`src/rtl/hpc2_and_pipe.sv`:
```
// hpc2_and_pipe: order-D HPC2 masked AND gadget with a valid-tracking pipeline.
//   N = D+1 Boolean shares per operand, NR = D*(D+1)/2 fresh random bits per operation.
//   c = a & b is produced as N output shares two cycles after the operands are sampled.
//   Optional macro HPC2_AND_OUT_REG_EN adds a registered output bank (latency 3), which
//   makes every output share glitch-free at the module boundary.
// Register placement keeps shares separated. The only cross-share signal formed before a
// register is V_ij = b_j ^ r_ij, and it is registered immediately. Every term is kept in
// its own per-share or per-pair flop so that synthesis cannot merge logic across share
// boundaries.

module hpc2_and_pipe #(
  parameter int D = 1
) (
  input  logic                   clock_0,
  input  logic                   reset_0,
  input  logic                   in_valid,
  input  logic [D:0]             io_i0,
  input  logic [D:0]             io_i1,
  input  logic [D*(D+1)/2-1:0]   p_rand,
  output logic [D:0]             io_o0,
  output logic                   out_valid
);

  localparam int N  = D + 1;
  localparam int NR = D * (D + 1) / 2;

  // Index of the random bit shared by the unordered pair (i, j), i != j.
  function automatic int pair_idx(input int i, input int j);
    int lo;
    int hi;
    lo = (i < j) ? i : j;
    hi = (i < j) ? j : i;
    return lo * N - lo * (lo + 1) / 2 + (hi - lo - 1);
  endfunction

  // Stage-1 per-share registers.
  logic [N-1:0]  r_a;
  logic [N-1:0]  r_b;
  logic [N-1:0]  r_na;
  logic [NR-1:0] r_rnd;
  // Stage-2 per-share registers.
  logic [N-1:0]  r_ab;
  // Valid chain: bit 0 follows stage 1, bit 1 follows stage 2.
  logic [1:0]    r_vld;

  // Per-pair contribution U_ij ^ AV_ij; the diagonal is tied to zero.
  logic [N-1:0][N-1:0] w_term;
  logic [N-1:0]        w_c;

  // Stage 1: capture operand shares, inverted a shares and the randomness every cycle.
  always_ff @(posedge clock_0 or negedge reset_0) begin
    if (!reset_0) begin
      r_a   <= '0;
      r_b   <= '0;
      r_na  <= '0;
      r_rnd <= '0;
    end else begin
      r_a   <= io_i0;
      r_b   <= io_i1;
      r_na  <= ~io_i0;
      r_rnd <= p_rand;
    end
  end

  // Stage 2: the same-share product a_i & b_i.
  always_ff @(posedge clock_0 or negedge reset_0) begin
    if (!reset_0) begin
      r_ab <= '0;
    end else begin
      r_ab <= r_a & r_b;
    end
  end

  // Valid tracking. Invalid cycles still move data, but they never raise out_valid.
  always_ff @(posedge clock_0 or negedge reset_0) begin
    if (!reset_0) begin
      r_vld <= '0;
    end else begin
      r_vld <= {r_vld[0], in_valid};
    end
  end

  for (genvar gi = 0; gi < N; gi++) begin : g_row
    for (genvar gj = 0; gj < N; gj++) begin : g_col
      if (gi != gj) begin : g_pair
        localparam int K = pair_idx(gi, gj);
        logic r_v;
        logic r_u;
        logic r_av;

        // Stage 1: remask share b_j with r_ij before it can meet share a_i.
        always_ff @(posedge clock_0 or negedge reset_0) begin
          if (!reset_0) begin
            r_v <= 1'b0;
          end else begin
            r_v <= io_i1[gj] ^ p_rand[K];
          end
        end

        // Stage 2: ~a_i & r_ij and a_i & (b_j ^ r_ij), kept in separate flops.
        always_ff @(posedge clock_0 or negedge reset_0) begin
          if (!reset_0) begin
            r_u  <= 1'b0;
            r_av <= 1'b0;
          end else begin
            r_u  <= r_na[gi] & r_rnd[K];
            r_av <= r_a[gi] & r_v;
          end
        end

        assign w_term[gi][gj] = r_u ^ r_av;
      end else begin : g_diag
        assign w_term[gi][gj] = 1'b0;
      end
    end
  end

  // Output shares: a purely combinational XOR tree on the stage-2 flops of row i.
  always_comb begin
    w_c = r_ab;
    for (int i = 0; i < N; i++) begin
      for (int j = 0; j < N; j++) begin
        w_c[i] = w_c[i] ^ w_term[i][j];
      end
    end
  end

`ifdef HPC2_AND_OUT_REG_EN
  logic [N-1:0] r_o;
  logic         r_ovld;

  // Output bank: every share leaves the gadget directly from a flop.
  always_ff @(posedge clock_0 or negedge reset_0) begin
    if (!reset_0) begin
      r_o    <= '0;
      r_ovld <= 1'b0;
    end else begin
      r_o    <= w_c;
      r_ovld <= r_vld[1];
    end
  end

  assign io_o0     = r_o;
  assign out_valid = r_ovld;
`else
  assign io_o0     = w_c;
  assign out_valid = r_vld[1];
`endif

endmodule

```
`config.mk`:
```
export PLATFORM = sky130hd
export DESIGN_NAME = hpc2_and_pipe
export DESIGN_NICKNAME = d
export VERILOG_FILES = /design/src/rtl/hpc2_and_pipe.sv
export SDC_FILE = /design/constraint.sdc
export NUM_CORES = 1
export LEC_CHECK = 0
export CAP_MARGIN = 40
export CORE_MARGIN = 4
export CORE_UTILIZATION = 24
export CTS_CLUSTER_SIZE = 30
export DETAILED_ROUTE_END_ITERATION = 8
export GPL_TIMING_DRIVEN = 1
export PLACE_DENSITY = 0.41
export RECOVER_POWER = 50
export REMOVE_ABC_BUFFERS = 1
export SYNTH_ARGS = -nofsm -noshare
export SYNTH_HDL_FRONTEND = slang
export SYNTH_SLANG_ARGS = --single-unit
```
`constraint.sdc`:
```
create_clock -name clock_0 -period 0.8 [get_ports clock_0]
set_input_delay 0.16 -clock clock_0 [delete_from_list [all_inputs] [get_ports clock_0]]
set_output_delay 0.16 -clock clock_0 [all_outputs]
set_load 0.05 [all_outputs]
```
==> out/metrics.cfg <==
[route]
via_count=257
drcViolationCount=0
drtPass1Iterations=2
wl_per_cell_um=9.49
ant_nets=0
top_layer=met4
wl_met3_um=51
wl_met2_um=346
routed_wl_um=674
vias_per_cell=3.62
drt-met1-wl_um=258
drt_iter0_markers=2

[clock_network]
cts_resized=0
ctsHoldBuffers=0
cts_root_buffer=clkbuf_4
cts_tree=built
cts_buffers=3
clk_latency_ns=0.29
cts.path.max_buffers=2
clock_sinks=17
clk_pin_slew_ns=0.09
cts_htree_levels=1

[yosys]
async_flop_share_pct=100
synthTopCellsByArea=dfrtp_1 79%, xor3_1 8.9%, and2_1 7.0%
synth_top_cell_by_area=dfrtp_1
avgSynthCellArea_um2=18.5
seq_area_frac_synth_pct=79.4
yosys-top-cells-count=17 x dfrtp_1, 6 x and2_1, 2 x inv_1, 2 x xor2_1, 2 x xor3_1
synth_top_area_share_pct=79.4
ys_warn_count=0
ys.flop_type=dfrtp_1
synth.most_common_cell=dfrtp_1
syn_inst=29
netlist_area_um2=536
synth.distinct_cells=5
ys_ff_latch=17
synth-edff-count=0

[sta]
setup_ws_ns=-0.610
slew_headroom_pct=74.0
setup_tns_ns=-1.41
slew_viol_final=0
setup_viol=3
holdWs_ns=0.319
period_share_pct=176
fin_skew_ns=0.00236
tightest_slew_ns=0.390
grt_setup_unrepaired=yes
min_period_ns=1.41
timing.fmax_mhz=709
hold_viol=0

[worst_setup_path]
crit_slowest_cell=xor3_1
r2r_slack_ns=0.17
crit_fanout=1
path_cells=xor3_1 -> buf_12
end_kind=output pin
path_buf_inv=1
cp.required_ns=0.64
path_class=register to output pin
critPathTopFamily=XOR/XNOR gates
arrival_ns=1.25
cpPeakStageDelay_ns=0.44
cp-start-kind=register

[die]
initial_core_util_pct=26.2
die_w_um=55.2
core_um2=2040
die_h_um=55.2
dieArea_um2=3050
ios=11
std_cell_rows=16

[global_routing]
overflow=0
grt_max_degree=18
grt_pass1_wl_um=1140
antenna_found_initial=0
grt_pass1_vias=283
grt_usage_pct=5.38

[run_status]
status=complete, but fails checks
violations=setup timing

[worst_hold_path]
holdCritPathClass=input port to asynchronous set/reset pin

[layout]
instances_no_fill=71
synthToLayoutAreaGrowth_pct=36.4
drive_gt1_share_pct=15.9
num_antenna_cells=0
finalNetCount=53

[pwr]
vdd_ir_drop_max_mv=0.911
power_leakage_nw=0.341
power_mw=1.65
p_per_area_nw_per_um2=2250

[job]
drv_cap=0

[place]
io_buffers=10
place.gp.congestion=0.668
dp.cells=67

==> per-stage QoR <==
step	util, %	cell area (um2)	setup WS (ns)
2_1_floorplan	-	536	-0.394
3_3_place_gp	35.2	719	-0.272
3_5_place_dp	35.2	719	-0.294
4_1_cts	36.5	746	-0.633
5_1_grt	35.8	731	-0.662
6_report	35.8	731	-0.610
==> registers in the layout, indices dropped and copies added, names as in the netlist <==
register                 count
r_a                          2
g_row.g_col.g_pair.r_av      2
r_rnd                        1
r_vld                        2
r_ab                         2
r_na                         2
g_row.g_col.g_pair.r_u       2
g_row.g_col.g_pair.r_v       2
r_b                          2
==> final cells by class <==
cell class | instances | area [um2]
Clock buffer | 4 | 26.3
Fill cell | 212 | 1310
Inverter | 2 | 7.51
Multi-Input combinational cell | 10 | 103
Sequential cell | 17 | 425
Tap cell | 27 | 33.8
Timing Repair Buffer | 11 | 135
==> power breakdown <==
group / switching (mW) / internal [mW] / total, mW
combinational: 0.131 / 0.149 / 0.280
clock: 0.248 / 0.194 / 0.442
sequential: 0.0159 / 0.909 / 0.925
total: 0.395 / 1.25 / 1.65
==> kinds of logic (layout without fill, tap and decap cells) <==
group / count (synthesis) / count (layout) / synth area share [%]
AND/OR/NAND/NOR: 6 / 6 / 7.01
buffers and inverters: 2 / 17 / 1.40
XOR/XNOR: 4 / 4 / 12.2
flip-flops: 17 / 17 / 79.4
==> cell usage in the layout (no fill, tap or decap), drive strengths merged <==
master / count
xor3: 2
inv: 2
clkdlybuf4s50: 6
buf: 3
and2: 6
xor2: 2
dfrtp: 17
clkbuf: 5
dlygate4sd3: 1
==> final timing paths <==
path                               start                             to  cells after the start
worst max-delay path             r_ab[0]                       io_o0[0]                      2
worst min-delay path             reset_0                       r_vld[0]                      2
worst max register to register    r_a[0]  g_row[0].g_col[1].g_pair.r_av                      1
worst min register to register  r_vld[0]                       r_vld[1]                      0
max in group asynchronous        reset_0                         r_a[1]                      2
min in group clock_0            in_valid                       r_vld[0]                      1
==> repair_timing <==
item                                    4_1_cts  5_1_grt
cloned                                        0        0
setup buffers                                 0        0
endpoints found under the setup margin        3        3
pin swaps                                     1        2
==> metal layers <==
layer | global-route usage (%) | vias up
li1 | - | 118
met1 | 4.85 | 127
met2 | 7.94 | 10
met3 | 2.80 | 2
met4 | 6.25 | 0
met5 | 0 | -
No activity file was read; power rests on OpenSTA's default activity.
